<file path="src/rtl/ptlut_reader.sv">
// ptlut_reader: requester side of the pT LUT interface.
// Once per BX it reads up to three pT LUT addresses serially from external
// memory over a req/gnt + rvalid handshake. It then presents the three pT
// words, with per-track timeout flags, as one aligned bundle with a one-cycle
// strobe.
module ptlut_reader #(
  parameter int ADDR_BW = 30,
  parameter int DATA_BW = 9,
  parameter int TIMEOUT = 15
) (
  input  logic                   clk,
  input  logic                   rst,
  input  logic                   start,
  input  logic [3*ADDR_BW-1:0]   ptlut_addr,
  input  logic [2:0]             trk_valid,
  output logic                   mem_req,
  output logic [ADDR_BW-1:0]     mem_addr,
  input  logic                   mem_gnt,
  input  logic                   mem_rvalid,
  input  logic [DATA_BW-1:0]     mem_rdata,
  output logic [3*DATA_BW-1:0]   pt,
  output logic                   pt_valid,
  output logic [2:0]             pt_tmo,
  output logic                   busy,
  output logic                   overrun
);

  localparam int TW = (TIMEOUT < 2) ? 1 : $clog2(TIMEOUT + 1);
  localparam logic [TW-1:0] TMO_V = TW'(TIMEOUT);

  typedef enum logic [1:0] {IDLE, ISSUE, WAIT, DONE} state_t;

  state_t                 state_q, state_d;
  logic [1:0]             idx_q, idx_d;
  logic [TW-1:0]          timer_q, timer_d;
  logic [3*ADDR_BW-1:0]   addr_q, addr_d;
  logic [2:0]             tv_q, tv_d;
  logic [3*DATA_BW-1:0]   sh_pt_q, sh_pt_d;
  logic [2:0]             sh_tmo_q, sh_tmo_d;
  logic                   adv_s;

  logic                   mem_req_q, mem_req_d;
  logic [ADDR_BW-1:0]     mem_addr_q, mem_addr_d;
  logic [3*DATA_BW-1:0]   pt_q, pt_d;
  logic                   pt_valid_q, pt_valid_d;
  logic [2:0]             pt_tmo_q, pt_tmo_d;
  logic                   busy_q, busy_d;
  logic                   overrun_q, overrun_d;

  // Next-state logic for the read sequencer and its registered outputs.
  always_comb begin
    state_d    = state_q;
    idx_d      = idx_q;
    timer_d    = timer_q;
    addr_d     = addr_q;
    tv_d       = tv_q;
    sh_pt_d    = sh_pt_q;
    sh_tmo_d   = sh_tmo_q;
    adv_s      = 1'b0;
    pt_d       = pt_q;
    pt_tmo_d   = pt_tmo_q;

    case (state_q)
      IDLE: begin
        if (start) begin
          addr_d   = ptlut_addr;
          tv_d     = trk_valid;
          sh_pt_d  = '0;
          sh_tmo_d = 3'b000;
          idx_d    = 2'd0;
          state_d  = ISSUE;
        end else begin
          state_d  = IDLE;
        end
      end
      ISSUE: begin
        if (!tv_q[idx_q]) begin
          // No track in this slot: result is zero and no memory access.
          sh_pt_d[idx_q*DATA_BW +: DATA_BW] = '0;
          adv_s = 1'b1;
        end else if (mem_gnt) begin
          state_d = WAIT;
          timer_d = '0;
        end else begin
          state_d = ISSUE;
        end
      end
      WAIT: begin
        // rvalid is checked first so it wins over a simultaneous timeout.
        if (mem_rvalid) begin
          sh_pt_d[idx_q*DATA_BW +: DATA_BW] = mem_rdata;
          adv_s = 1'b1;
        end else if (timer_q == TMO_V) begin
          sh_pt_d[idx_q*DATA_BW +: DATA_BW] = '0;
          sh_tmo_d[idx_q] = 1'b1;
          adv_s = 1'b1;
        end else begin
          timer_d = timer_q + {{(TW-1){1'b0}}, 1'b1};
        end
      end
      DONE: begin
        state_d = IDLE;
      end
      default: begin
        state_d = IDLE;
      end
    endcase

    if (adv_s) begin
      if (idx_q == 2'd2) begin
        state_d = DONE;
      end else begin
        idx_d   = idx_q + 2'd1;
        state_d = ISSUE;
      end
    end else begin
      idx_d = idx_d;
    end

    // Outputs are computed from the next state so they are registered yet
    // aligned with the state they belong to.
    mem_req_d = (state_d == ISSUE) && tv_d[idx_d];
    if (mem_req_d) begin
      mem_addr_d = addr_d[idx_d*ADDR_BW +: ADDR_BW];
    end else begin
      mem_addr_d = '0;
    end

    pt_valid_d = (state_d == DONE);
    if (state_d == DONE) begin
      pt_d     = sh_pt_d;
      pt_tmo_d = sh_tmo_d;
    end else begin
      pt_d     = pt_q;
      pt_tmo_d = pt_tmo_q;
    end

    busy_d    = (state_d != IDLE);
    overrun_d = start && (state_q != IDLE);
  end

  // State, shadow and output registers with synchronous reset.
  always_ff @(posedge clk) begin
    if (rst) begin
      state_q    <= IDLE;
      idx_q      <= 2'd0;
      timer_q    <= '0;
      addr_q     <= '0;
      tv_q       <= 3'b000;
      sh_pt_q    <= '0;
      sh_tmo_q   <= 3'b000;
      mem_req_q  <= 1'b0;
      mem_addr_q <= '0;
      pt_q       <= '0;
      pt_valid_q <= 1'b0;
      pt_tmo_q   <= 3'b000;
      busy_q     <= 1'b0;
      overrun_q  <= 1'b0;
    end else begin
      state_q    <= state_d;
      idx_q      <= idx_d;
      timer_q    <= timer_d;
      addr_q     <= addr_d;
      tv_q       <= tv_d;
      sh_pt_q    <= sh_pt_d;
      sh_tmo_q   <= sh_tmo_d;
      mem_req_q  <= mem_req_d;
      mem_addr_q <= mem_addr_d;
      pt_q       <= pt_d;
      pt_valid_q <= pt_valid_d;
      pt_tmo_q   <= pt_tmo_d;
      busy_q     <= busy_d;
      overrun_q  <= overrun_d;
    end
  end

  assign mem_req  = mem_req_q;
  assign mem_addr = mem_addr_q;
  assign pt       = pt_q;
  assign pt_valid = pt_valid_q;
  assign pt_tmo   = pt_tmo_q;
  assign busy     = busy_q;
  assign overrun  = overrun_q;

endmodule

</file>
<file path="config.mk">
export PLATFORM = sky130hd
export DESIGN_NAME = ptlut_reader
export DESIGN_NICKNAME = d
export VERILOG_FILES = /design/src/rtl/ptlut_reader.sv
export SDC_FILE = /design/constraint.sdc
export NUM_CORES = 1
export LEC_CHECK = 0
export BUFFER_PORTS_ARGS = -buffer_cell sky130_fd_sc_hd__buf_2
export CORE_MARGIN = 1
export CORE_UTILIZATION = 30
export DETAILED_ROUTE_END_ITERATION = 8
export REMOVE_ABC_BUFFERS = 1
export SETUP_SLACK_MARGIN = 0.2
export SLEW_MARGIN = 10
export SYNTH_ARGS = -nofsm -noshare
export SYNTH_HDL_FRONTEND = slang
export SYNTH_SLANG_ARGS = --single-unit
</file>
<file path="constraint.sdc">
create_clock -name clk -period 3.4 [get_ports clk]
set_clock_uncertainty 0.2 [all_clocks]
set_input_delay 0 -clock clk [delete_from_list [all_inputs] [get_ports clk]]
set_output_delay 0 -clock clk [all_outputs]
set_load 0.01 [all_outputs]
</file>
# Word-level counts from Yosys, hierarchy flattened
# Cells that the tools add are included.
[word_totals]
rom_bits = 0
latch_bits = 0
ramBits = 0
out_inout_bits = 64
elab_cells = 88
in_bits = 107
memories = 0
reg_bits = 195
[op_classes]
n_div = 0
bitwise = 2
n_addsub = 3
n_mul = 2
mux = 40
shift = 4
reduce_logical = 9
order_cmp = 3
n_eq_ne = 11
[ops]
columns = ["operator", "count"]
rows = [
  ["two-way mux 90 bit", 2],
  ["two-way mux 27 bit", 4],
  ["indexed part select 90 x 8 -> 30 bit", 1],
  ["case mux 27 bit (3 select lines)", 1],
  ["bitwise mux 27 bit", 2],
  ["negation 6 -> 34 bit", 1],
  ["variable shift 9 x 34 -> 27 bit, first input constant", 1],
  ["indexed part select 9 x 34 -> 27 bit", 1],
  ["indexed part select 9 x 34 -> 27 bit, first input constant", 1],
  ["two-way mux 2 bit", 8],
  ["two-way mux 4 bit", 4],
  ["two-way mux 3 bit", 5],
  ["multiplier 2 x 4 -> 6 bit, second input constant", 2],
  ["== test 2 bit, second input constant", 4],
  ["inequality test 2 bit, second input constant", 4],
  ["case mux 4 bit (2 select lines)", 1],
  ["two-way mux 1 bit", 7],
  ["less-than comparator 2 x 3 -> 1 bit, second input constant", 2],
  ["case mux 2 bit (3 select lines)", 1],
  ["case mux 3 bit (2 select lines)", 1],
  ["nonzero test 2 bit", 3],
  ["AND reduction 5 bit", 1],
  ["adder 4 x 1 -> 4 bit, second input constant", 1],
  ["binary-select mux 1 bit (select 2 bit)", 2],
  ["11 further kinds", 14],
]

# Depth between registers and ports, before layout
[logic_depth]
ltp_word = 10
mapped_depth = 11
mapped_depth_nobuf = 8

# Worst setup path after synthesis
# Ideal clock, no wire load.
[synth_path]
kind = "register to register"
startpoint = "reg idx_q[0]"
endpoint = "reg mem_addr_q[10], in the netlist mem_addr[10]"
period_less_slack_ns = 2.652
path_stages_with_launch = 11
n_path_buf = 2
setup_time_ns = 0.070
t_required_ns = 3.130
arrival_ns = 2.382
setup_slack_ns = 0.748
path_cell_list = "dfxtp_1 buf_2 inv_1 ha_1 nor2b_1 o2111ai_1 a21bo_1 a2111o_1 a221oi_2 buf_4 a21boi_1"
[synth_via]
elab_chain_cells = 10
word_cells_on_any_way = 22
classes_between = "add/sub: 1; mul: 1; eq/ne: 2; shift: 1; mux: 14; bitwise: 1; reduce/logical: 2"
[synth_lines]
columns = ["item", "line_no", "text"]
rows = [
  ["from (decl)", "34", "logic [1:0] idx_q, idx_d;"],
  ["from (signal assigned)", "161", "idx_q <= idx_d;"],
  ["parallel branches: the longest is 10 deep, another holds multiplier 2 x 4 -> 6 bit", "-", ""],
  ["to (signal assigned)", "168", "mem_addr_q <= mem_addr_d;"],
  ["to (decl)", "43", "logic [ADDR_BW-1:0] mem_addr_q, mem_addr_d;"],
]
# Several ways; the timed one is not identified. The select of a mux whose other input is x is not followed.
# A chain may end at the register's enable or synchronous reset.

# Worst setup path in the final report
[layout_path]
startpoint = "reg state_q[1]"
endpoint = "reg mem_addr_q[27], in the netlist mem_addr[27]"
[layout_via]
elab_chain_cells = 9
word_cells_on_any_way = 21
classes_between = "mul: 1; eq/ne: 4; shift: 1; mux: 11; bitwise: 1; reduce/logical: 3"
[layout_lines]
columns = ["item", "line_no", "text"]
rows = [
  ["from (decl)", "33", "state_t state_q, state_d;"],
  ["from (signal assigned)", "160", "state_q <= state_d;"],
  ["parallel branches: the longest is 9 deep, another holds multiplier 2 x 4 -> 6 bit", "-", ""],
]
# Several ways; the timed one is not identified. The select of a mux whose other input is x is not followed.

==> run metrics <==
top cells by area, synth=dfxtp_1 (43%), mux2i_1 (13%), nand2_1 (10%); Die Height=175.5 µm; diode count=0; Worst Hold Depth=4; Reg clk slew, reported paths=80 ps; gr busiest metal=met2; grt met3 use=0.02511; Post-synth EDFFs=0; Tightest Hold Check Type=input port to register; cell taking the most area after synthesis=dfxtp_1; drc violations=0; Layout fillers=3032; Synth warnings=0; R2R Path Start=state_q[1]; worst slew pin tran=738.7 ps; period utilisation layout=0.8711; Core Area=29640 µm²; HPWL after DPL=15880 µm; global-route wire length before repair=41350 µm; Arr. time, crit path=3120 ps; hold_sp=ptlut_addr[36]; H-tree levels=4; vias post-DR=8323; prevailing post-synth register cell=dfxtp_1; minimum clock period=2962 ps; boundary pin count=171; outcome=finished clean; Initial Utilization=0.3048; pwr dens=455.1 nW/µm²; post-synthesis sequential area ratio=0.4322; Rows=63; asr flop ratio synth=0; antenna violations before repair=0; hold path endpoint=addr_q[36]; count of final setup violators=0; synthesized area per cell=8.340 µm²; area share of the leading cell type in the synthesized netlist=0.4322; largest net degree at the start of global routing=152; CTS tree=done; post-route ant nets=0; register area=3906 µm²; CTS root buf=clkbuf_16; area grow syn2layout=33.77%; aggregate global routing overflow=0; wire length per cell=15.00 µm; Die X-Extent=175.5 µm; static leakage=5.206 nW; Buffers on Ports=170; Layout Nets=1446; vias per inst=4.805; post-route setup slack=438.2 ps; gpl congestion=0.7686; unrepaired setup endpoints after global routing=no; Post-synth top cells=nand2_1 (251), dfxtp_1 (195), mux2i_1 (121), nor2_1 (106), a21oi_1 (97); DR iter-0 viols=454; vias in the first global route=8027; Final Slew Violations=0; startpoint types=register; FMAX=337.6 MHz; Seq cells post-synth=195; max_cap viols=0; worst-path maximum fanout=21; CTS sink cnt=195; count leader, synth=nand2_1; VDD IR max=0.2160 mV; CTS max path bufs=2; synth unique cells=46; synthesized instance count=1083; dpl ws=321.5 ps; Mapped Area=9032 µm²; post-detailed-routing wire length=25980 µm; Clock Latency Late Sink=430 ps; CP Capture Type=register; area taken by multi-input logic gates=4833 µm²; share of cells above drive strength 1=0.1759; DR pass1 iterations=7; Rel. slew slack=0.5075; FF-to-FF path depth=9; GRT Total Usage=0.1687; Die Area=30810 µm²; hold slack=157.6 ps; CP Class=register to register; CP Data Required Time=3560 ps; reg2reg setup slack=440 ps; Num CTS Buffers=17; post-CTS setup buffers=0; GRT met2 Usage=0.2941; GR met1 Demand/Resource=0.2125; Final Hold Violating Endpoints=0; Critical R2R Capture=mem_addr[27]
## worst max path at each step
| stage | start | end | slack [ps] |
|---|---|---|---|
| floorplan | state_q[0] | pt_tmo[0] | -3940 |
| global placement | idx_q[1] | mem_addr[7] | 420 |
| detailed placement | idx_q[1] | mem_addr[27] | 320 |
| CTS | idx_q[1] | mem_addr[27] | 320 |
| global route | state_q[1] | mem_addr[27] | 250 |
| finish | state_q[1] | mem_addr[27] | 440 |
## cell families (layout without fill, tap and decap cells)
| logic type | after synthesis | in the layout | synth area share |
|---|---|---|---|
| buffers and inverters | 90 | 349 | 0.03989 |
| muxes | 124 | 124 | 0.1394 |
| and+or+nand+nor | 417 | 417 | 0.1948 |
| adders and majority gates | 9 | 9 | 0.01247 |
| AOI/OAI and AO/OA | 245 | 245 | 0.1784 |
| xor gates and xnor gates | 3 | 3 | 0.002910 |
| DFF | 195 | 195 | 0.4322 |
## critical path, cell delays in order (launching register included)
cell and delay, ps:
dfxtp_1 390, inv_1 80, ha_1 300, nor2b_1 180, o2111ai_1 140, nand4_1 270, a2111o_1 520, a221oi_4 270
buf_4 310, a21boi_1 210
## power breakdown
group          internal, mW  switching [mW]
Clock                  1.09           0.895
Sequential             2.41          0.0642
Combinational         0.453           0.593
## sequential cells by signal, indices dropped and copies added (netlist names)
signal    flops
tv_q          3
pt_valid      1
addr_q       90
pt           27
mem_req       1
busy          1
idx_q         2
state_q       2
sh_tmo_q      3
overrun       1
sh_pt_q      27
pt_tmo        3
mem_addr     30
timer_q       4
## layout make-up
class	instances	share of cell area
clock buffers	24	0.04070
inverters	7	0.002175
repair buffers	311	0.1872
clock inverters	7	0.006213
flip-flops and latches	195	0.3233
well taps	390	0.04039
multi-input cells	798	0.4000
## per-stage QoR
step / setup TNS [ps] / utilization / cell area [µm²] / cells / power [mW]
floorplan: -240290 / - / 8698 / 1000 / 3.124
global placement: 0 / 0.3480 / 10310 / 1581 / 3.444
detailed placement: 0 / 0.3480 / 10310 / 1581 / 3.461
CTS: 0 / 0.4076 / 12080 / 1732 / 5.561
global route: 0 / 0.4077 / 12080 / 1732 / 5.781
finish: 0 / 0.4077 / 12080 / 1732 / 5.499
## cell usage in the layout, fill, tap and decap left out, types with 2 or more instances in the layout
| cell | instances |
|---|---|
| clkinvlp_4 | 3 |
| dfxtp_1 | 193 |
| a21boi_1 | 30 |
| nand3_1 | 5 |
| nand2b_1 | 4 |
| o21ai_0 | 3 |
| dfxtp_2 | 2 |
| a21oi_1 | 97 |
| nor2b_1 | 4 |
| ha_1 | 8 |
| inv_1 | 7 |
| o2111ai_1 | 2 |
| dlygate4sd3_1 | 120 |
| nor2_1 | 106 |
| nor3_1 | 5 |
| o21ai_1 | 4 |
| clkbuf_1 | 3 |
| clkbuf_16 | 17 |
| nand4b_1 | 2 |
| xnor2_1 | 3 |
| mux2i_1 | 121 |
| a21bo_1 | 2 |
| o211ai_1 | 34 |
| and2_1 | 2 |
| nor3b_1 | 28 |
| nor4_1 | 3 |
| clkinv_4 | 2 |
| a22oi_1 | 30 |
| buf_2 | 169 |
| a211o_1 | 3 |
| clkbuf_8 | 4 |
| nand3b_1 | 2 |
| buf_4 | 18 |
| a21o_1 | 28 |
| buf_12 | 4 |
| nand2_1 | 249 |
| a31o_2 | 2 |
## what timing repair did
item	in CTS	in global routing
resized for setup	0	1
hold endpoints to repair	191	0
endpoints found under the setup margin	0	20
hold buffers	120	0
## routing by layer
| metal | vias up | share of wire | routed length (µm) |
|---|---|---|---|
| met3 | 23 | 0.028 | 715 |
| met1 | 3940 | 0.47 | 12150 |
| met2 | 150 | 0.49 | 12740 |
| met5 | - | 0 | 0 |
| li1 | 4210 | - | - |
| met4 | 0 | 0.014 | 371 |
Power figures use the tool's default switching activity.
